**src/rtl/memory_view_arbiter.sv**
```systemverilog
// Shares the instruction_memory read port between a CPU requester and the memory viewer,
// fetching the next text row's word once per scan line and rendering address/data bits.
module memory_view_arbiter #(
  parameter int unsigned ADDRESS_WIDTH  = 11,
  parameter int unsigned DATA_WIDTH     = 16,
  parameter int unsigned V_TOTAL        = 525,
  parameter int unsigned FETCH_X        = 640,
  parameter int unsigned ROW_FIRST      = 3,
  parameter int unsigned ROW_LAST       = 12,
  parameter int unsigned ADDR_COL_FIRST = 2,
  parameter int unsigned DATA_COL_FIRST = 20,
  parameter int unsigned BASE_ADDRESS   = 0
) (
  input  logic                     clock_in,
  input  logic                     reset_n_in,
  input  logic [9:0]               pixel_x_in,
  input  logic [9:0]               pixel_y_in,
  output logic [ADDRESS_WIDTH-1:0] mem_address_out,
  input  logic [DATA_WIDTH-1:0]    mem_data_in,
  input  logic                     cpu_req_in,
  input  logic [ADDRESS_WIDTH-1:0] cpu_address_in,
  output logic                     cpu_grant_out,
  output logic                     cpu_valid_out,
  output logic [DATA_WIDTH-1:0]    cpu_data_out,
  output logic                     bit_value_out
);

  localparam int unsigned IW = (DATA_WIDTH > 1) ? $clog2(DATA_WIDTH) : 1;

  typedef enum logic [2:0] {
    IDLE,
    D_ISSUE,
    D_CAPTURE,
    C_ISSUE,
    C_CAPTURE
  } state_t;

  state_t                   state;
  state_t                   state_next;
  state_t                   arb_next;
  logic [9:0]               prev_x;
  logic                     trigger;
  logic                     fetch_trigger;
  logic                     last_line;
  logic [5:0]               nrow;
  logic                     nrow_in_window;
  logic [ADDRESS_WIDTH-1:0] fetch_addr;
  logic [ADDRESS_WIDTH-1:0] pend_addr;
  logic                     pending;
  logic [DATA_WIDTH-1:0]    next_word;
  logic [DATA_WIDTH-1:0]    display_word;
  logic [DATA_WIDTH-1:0]    cpu_data_q;

  logic [5:0]               row;
  logic [6:0]               col;
  logic [6:0]               addr_off;
  logic [6:0]               data_off;
  logic [IW-1:0]            addr_idx;
  logic [IW-1:0]            data_idx;
  logic [DATA_WIDTH-1:0]    row_word;

  function automatic logic row_in_window(input logic [5:0] r);
    return (r >= 6'(ROW_FIRST)) && (r <= 6'(ROW_LAST));
  endfunction

  function automatic logic [ADDRESS_WIDTH-1:0] row_address(input logic [5:0] r);
    return ADDRESS_WIDTH'(BASE_ADDRESS) + ADDRESS_WIDTH'(r) - ADDRESS_WIDTH'(ROW_FIRST);
  endfunction

  // Fetch trigger: first pixel of h-blank, looking one line ahead (with frame wrap).
  assign trigger        = (pixel_x_in == 10'(FETCH_X)) && (prev_x != 10'(FETCH_X));
  assign last_line      = (pixel_y_in == 10'(V_TOTAL - 1));
  assign nrow           = last_line ? 6'd0 : 6'((pixel_y_in + 10'd1) >> 4);
  assign nrow_in_window = row_in_window(nrow);
  assign fetch_trigger  = trigger && nrow_in_window;
  assign fetch_addr     = row_address(nrow);

  // Capture states arbitrate exactly like IDLE so back-to-back transactions lose no cycle.
  always_comb begin
    arb_next = IDLE;
    if (pending || fetch_trigger) begin
      arb_next = D_ISSUE;
    end else if (cpu_req_in) begin
      arb_next = C_ISSUE;
    end

    state_next = state;
    case (state)
      IDLE, D_CAPTURE, C_CAPTURE: state_next = arb_next;
      D_ISSUE:                    state_next = D_CAPTURE;
      C_ISSUE:                    state_next = C_CAPTURE;
      default:                    state_next = IDLE;
    endcase
  end

  always_ff @(posedge clock_in or negedge reset_n_in) begin
    if (!reset_n_in) begin
      state <= IDLE;
    end else begin
      state <= state_next;
    end
  end

  always_ff @(posedge clock_in or negedge reset_n_in) begin
    if (!reset_n_in) begin
      prev_x          <= '0;
      pending         <= 1'b0;
      pend_addr       <= '0;
      mem_address_out <= '0;
      next_word       <= '0;
      display_word    <= '0;
      cpu_data_q      <= '0;
    end else begin
      prev_x <= pixel_x_in;

      if (fetch_trigger) begin
        pending   <= 1'b1;
        pend_addr <= fetch_addr;
      end else if (state == D_ISSUE) begin
        pending <= 1'b0;
      end

      if (state_next == D_ISSUE) begin
        mem_address_out <= fetch_trigger ? fetch_addr : pend_addr;
      end else if (state_next == C_ISSUE) begin
        mem_address_out <= cpu_address_in;
      end

      if (state == D_CAPTURE) begin
        next_word <= mem_data_in;
      end else if (trigger && !nrow_in_window) begin
        next_word <= '0;
      end

      if (state == C_CAPTURE) begin
        cpu_data_q <= mem_data_in;
      end

      if ((pixel_x_in == 10'd0) && (prev_x != 10'd0)) begin
        display_word <= next_word;
      end
    end
  end

  assign cpu_grant_out = (state == C_ISSUE);
  assign cpu_valid_out = (state == C_CAPTURE);
  assign cpu_data_out  = cpu_valid_out ? mem_data_in : cpu_data_q;

  // Character rendering: MSB sits in the leftmost column of each field.
  assign row      = pixel_y_in[9:4];
  assign col      = pixel_x_in[9:3];
  assign addr_off = col - 7'(ADDR_COL_FIRST);
  assign data_off = col - 7'(DATA_COL_FIRST);
  assign addr_idx = IW'(DATA_WIDTH - 1) - addr_off[IW-1:0];
  assign data_idx = IW'(DATA_WIDTH - 1) - data_off[IW-1:0];
  assign row_word = DATA_WIDTH'(row_address(row));

  always_comb begin
    bit_value_out = 1'b0;
    if (row_in_window(row)) begin
      if ((col >= 7'(ADDR_COL_FIRST)) && (addr_off < 7'(DATA_WIDTH))) begin
        bit_value_out = row_word[addr_idx];
      end else if ((col >= 7'(DATA_COL_FIRST)) && (data_off < 7'(DATA_WIDTH))) begin
        bit_value_out = display_word[data_idx];
      end
    end
  end

endmodule

```
**config.mk**
```make
export PLATFORM = sky130hd
export DESIGN_NAME = memory_view_arbiter
export DESIGN_NICKNAME = d
export VERILOG_FILES = /design/src/rtl/memory_view_arbiter.sv
export SDC_FILE = /design/constraint.sdc
export NUM_CORES = 1
export LEC_CHECK = 0
export ABC_AREA = 1
export CORE_MARGIN = 2
export CORE_UTILIZATION = 45
export CTS_CLUSTER_SIZE = 20
export DETAILED_ROUTE_END_ITERATION = 12
export GPL_ROUTABILITY_DRIVEN = 0
export PLACE_DENSITY = 0.72
export SLEW_MARGIN = 10
export SYNTH_ARGS = -nofsm -noshare
export SYNTH_HDL_FRONTEND = slang
export SYNTH_SLANG_ARGS = --single-unit
```
**constraint.sdc**
```tcl
create_clock -name clock_in -period 1.86 [get_ports clock_in]
set_input_delay 0.279 -clock clock_in [delete_from_list [all_inputs] [get_ports clock_in]]
set_output_delay 0.279 -clock clock_in [all_outputs]
set_load 0.02 [all_outputs]
```
After elaboration in Yosys (flattened, before gate mapping) --
Index checks and enable logic that the tools add are counted.
Word-level totals: bits in registers 84, input bits 50, output and inout port bits 30, logic and storage cells 70
Cells by class: add/sub/neg operators 7, order comparisons 10, equal/unequal tests 9, muxes and demuxes 19, reduce and logical (&&, ||, !) cells 17
Operators with widths (number):
- $mux W16 | 3
- $mux W11 | 3
- $eq A10 B10 Y1 const B | 2
- $lt A7 B5 Y1 const B | 2
- $sub A6 B2 Y7 const B | 2
- $ge A6 B2 Y1 const B | 2
- $le A6 B4 Y1 const B | 2
- $add A10 B1 Y10 const B | 1
- $logic_not A10 Y1 | 1
- $lt A4 B5 Y1 const B | 2
- $ne A10 B10 Y1 const B | 1
- $reduce_bool A10 Y1 | 1
- $eq A3 B2 Y1 const B | 3
- $pmux W3 S3 | 1
- $bmux W1 S4 | 2
- $logic_and A1 B1 Y1 | 8
- $sub A4 B4 Y4 const A | 2
- $ge A7 B2 Y1 const B | 1
- $ge A7 B5 Y1 const B | 1
- $mux W1 | 7
- $sub A7 B2 Y7 const B | 1
- $sub A7 B5 Y7 const B | 1
- $eq A3 B1 Y1 const B | 2
- $mux W6 | 1
- 7 further kinds | 10

Logic depth before layout (Yosys ltp) --
depth after elaboration 11, gate-level depth with buffers 20, mapped depth without buffers 19

Least setup slack after synthesis --
OpenSTA, ideal clock, no wires.
path kind register -> output, start point register state[1], end point output cpu_data_out[0], arrival 1.906 ns, data required time 1.581 ns, slack -0.325 ns, cell stages (with the launch flop) 5, path buffers 1, path through dfrtp_1 nor3_1 inv_1 clkbuf_1 o21ai_0
Between the ends: word-level cells in the longest chain between the ends 2
RTL lines:
- from (decl) | RTL line 38 | state_t state;
- from (signal assigned) | RTL line 100 | state <= state_next;
- $eq A3 B3 Y1 | RTL line 146 | assign cpu_valid_out = (state == C_CAPTURE);
- net cpu_valid_out | RTL line 23 | output logic cpu_valid_out,
- $mux W16
- to (decl) | RTL line 24 | output logic [DATA_WIDTH-1:0] cpu_data_out,
The timed path passes the listed nets, and every way through them passes these cells.

Worst setup path in the final report --
start point input pixel_y_in[5], end point register mem_address_out[1]
Between the ends: word-level cells in the longest chain between the ends 10, elaborated cells on any way between the ends 16, those cells by class add/sub: 2; order compare: 2; eq/ne: 3; mux: 5; reduce/logical: 4
RTL lines:
- from (decl) | RTL line 17 | input logic [9:0] pixel_y_in,
- $add A10 B1 Y10 or $eq A10 B10 Y1 (tied branches) | RTL line 73, 72
- $mux W6 * | RTL line 73 | assign nrow = last_line ? 6'd0 : 6'((pixel_y_in + 10'd1) >> 4);
- $ge A6 B2 Y1 or $le A6 B4 Y1 (tied branches) | RTL line 63 | return (r >= 6'(ROW_FIRST)) && (r <= 6'(ROW_LAST));
- $logic_and A1 B1 Y1 | RTL line 63
- $logic_and A1 B1 Y1 | RTL line 75 | assign fetch_trigger = trigger && nrow_in_window;
- $logic_or A1 B1 Y1 | RTL line 81 | if (pending || fetch_trigger) begin
- $mux W2 | RTL line 81
- $pmux W3 S3 | RTL line 88 | case (state)
- $eq A3 B1 Y1 or $eq A3 B2 Y1 (tied branches) | RTL line 123, 125
- $mux W11 or $reduce_bool A2 Y1 (tied branches)
- to (signal assigned) | RTL line 124 | mem_address_out <= fetch_trigger ? fetch_addr : pend_addr;
- to (signal assigned) | RTL line 126 | mem_address_out <= cpu_address_in;
- to (decl) | RTL line 18 | output logic [ADDRESS_WIDTH-1:0] mem_address_out,
Every way passes the cells marked *; elsewhere a longest branch is shown, timed or not. A chain may end at the register's enable or synchronous reset.

==> flow_summary.ini <==
[sta]
rsz0062_at_grt = true
worstMarginPinSlew_ps = 534.2
fin_skew_ps = 19.62
relSlewSlack = 0.6439
fmax_mhz = 442.3
setup_ws_ps = -400.9
setup_tns_ps = -9428
period_share = 1.216
min_period_ps = 2261
drv_slew = 0
final_hold_viol_count = 0
holdWs_ps = 160.3
setup_violations = 58

[drt]
avgRoutedWirePerCell_um = 17.94
drt-total-wl_mm = 15.00
route.detailed.drc = 0
viasPerCell = 5.395
drtAntennaViolNets = 0
via_count = 4510
firstDrtPassIters = 8
drt_iter0_markers = 342

[synth]
yosysMostFrequentCell = nand2_1
synth_top_area_share = 0.4930
synth_common_cells = 180 x nand2_1, 84 x dfrtp_1, 62 x inv_1
async_flop_share = 1.000
avgSynthCellArea_sq_um = 8.045
yosys_warnings = 0
ys_seq_area_frac = 0.4930
synth-main-ff-cell = dfrtp_1
yosys.area.top_type = dfrtp_1
synth_cell_type_count = 39
synth_area_sq_um = 4264
synth_cells = 530
ys_top_cells_by_area = dfrtp_1 49%, nand2_1 16%, inv_1 5.5%
syn_nets = 588
ys_ff_latch = 84
synth_edf_count = 0

[global_route]
grt_start_max_net_pins = 41
grt-ovfl-total = 0
grt_pass1_wl_mm = 19.55
grt.total_usage = 0.2373
antenna_found_initial = 0
first_global_vias = 4306

[floorplan]
die-width_um = 101.3
die_h_um = 101.3
ios = 80
start_util = 0.4637
core-area_sq_um = 9196
die_area_sq_um = 10270
rows = 35

[power_and_ir_drop]
switchingPower_mw = 2.345
p_comb_frac = 0.414
p_int_mw = 4.176
max-vdd-ir-drop_v = 0.001016
pwr-share-seq = 0.369
p_leak_nw = 3.550
power_density_nw_per_um2 = 882.0
pwr-share-clk = 0.217
p_sw_frac = 0.3596
design_power_total_mw = 6.521

[placement]
place_ws_ps = -970.2
placed_cell_area_sq_um = 5877
dp_hpwl_mm = 7.941
placed_cells = 788
io_buffers = 79

[cts]
cts_tree = yes
clk_pin_slew_ps = 80
cts_sinks = 84
cts_made_buffers = 9
root_buffer = clkbuf_8
worstSkewPairLatency_ps = 370
clockBufferDepth = 2
cts_max_level = 3

[cells_and_area]
syn_to_final_growth_pct = 73.39
final_util = 0.8039
diodes = 0
drive_gt1_frac = 0.4869
design_area_sq_um = 7393
stdcell_count = 836
nets = 778

[min_path]
hp-class = in2reg

[critical_path]
cp_cell_sequence = buf_12 > inv_12 > ha_4 > nand2_4 > nor2_2 > nand4_1 > nand2_2 > nor2_4 > inv_2 > ha_4 > nand3b_1 > nor2_2 > nor2_4 > nand3_4 > a21oi_4 > nor2_4 > buf_12 > buf_12 > nand2_2 > nand2_1
worstPathRequired_ps = 2110
critPathMaxStageDelay_ps = 280
cp_data_arrival_time_ps = 2510
cp-start-kind = input pin
crit_fanout = 6
critPathSlowestCell = a21oi_4
path_class = in2reg
critPathCaptureType = flop

[status]
violations = negative setup slack
status = finished with violations

[run]
maxCapViolations = 0
[final timing paths]
check,startpoint,endpoint,slack (ps),cells after the start
max reg2reg,state[1],mem_address_out[1],-60,9
min,pixel_x_in[5],prev_x[5],160,2
min in group asynchronous,reset_n_in,cpu_data_q[10],420,2
max,pixel_y_in[5],mem_address_out[1],-400,20
max in group asynchronous,reset_n_in,pend_addr[0],750,3
min reg2reg,mem_address_out[5],mem_address_out[5],490,2
[repair_timing]
item                                    4_1_cts  5_1_grt
cloned                                        3        4
endpoints found under the setup margin       60       60
endpoints found under the hold margin        37        0
gates resized for setup                     181      216
pin swaps                                    29       54
hold buffers                                  1        0
setup buffers                                11       17
[power by group through the flow]
stage / Clock, mW / Combinational, mW / Sequential [mW]
finish: 1.42 / 2.70 / 2.41
global route: 1.51 / 2.87 / 2.43
CTS: 1.39 / 2.09 / 2.32
detailed placement: 0 / 1.83 / 2.34
global placement: 0 / 1.80 / 2.32
floorplan: 0 / 0.878 / 2.37
[cells in the final DEF, fill, tap and decap left out, drive strengths merged, types with 18 or more instances in the layout]
| cell type | synthesis | routed |
|---|---|---|
| clkbuf | 10 | 24 |
| o21ai | 43 | 43 |
| nor2 | 39 | 39 |
| nand3 | 21 | 21 |
| dfrtp | 84 | 84 |
| clkdlybuf4s50 | 0 | 42 |
| nand2 | 190 | 190 |
| inv | 65 | 66 |
| a21oi | 18 | 18 |
| buf | 7 | 132 |
[flip-flops by register name, indices dropped and copies added (netlist names)]
signal           cells
cpu_data_q          16
display_word        16
mem_address_out     11
next_word           16
pend_addr           11
pending              1
prev_x              10
state                3
[cells by family (layout without fill, tap and decap cells)]
| kind of cell | after synthesis | count (layout) | share of synthesized area |
|---|---|---|---|
| XOR/XNOR | 3 | 3 | 0.006163 |
| AND/OR/NAND/NOR | 262 | 262 | 0.2717 |
| adder cells (fa/ha/maj) | 8 | 8 | 0.02348 |
| buffers and inverters | 83 | 278 | 0.08274 |
| AO/OA/AOI/OAI | 90 | 90 | 0.1229 |
| flip-flops | 84 | 84 | 0.4930 |
[cell type report]
type                            instances  area [sq um]
Multi-Input combinational cell        363          2715
Sequential cell                        84          2102
Timing Repair Buffer                  195          1929
Fill cell                             501          1803
Inverter                               66         280.3
Clock buffer                           12         155.1
Tap cell                              111         138.9
Clock inverter                          4         56.30
Timing Repair inverter                  1         16.27
[critical path, delay by kind of cell]
family | cells | cell delay [ps]
simple gates | 12 | 1170
buf+inv | 5 | 500
compound gates | 1 | 280
fa+ha+maj | 2 | 250
[routing by layer]
metal  vias to the layer above  global-route usage  routed length [um]
met2                       178              0.3892                7908
li1                       2079                   -                   -
met4                         0             0.07588                 428
met3                        41             0.05176                 716
met1                      2212              0.3160                5945
met5                         -                   0                   0
Power figures use the tool's default switching activity.
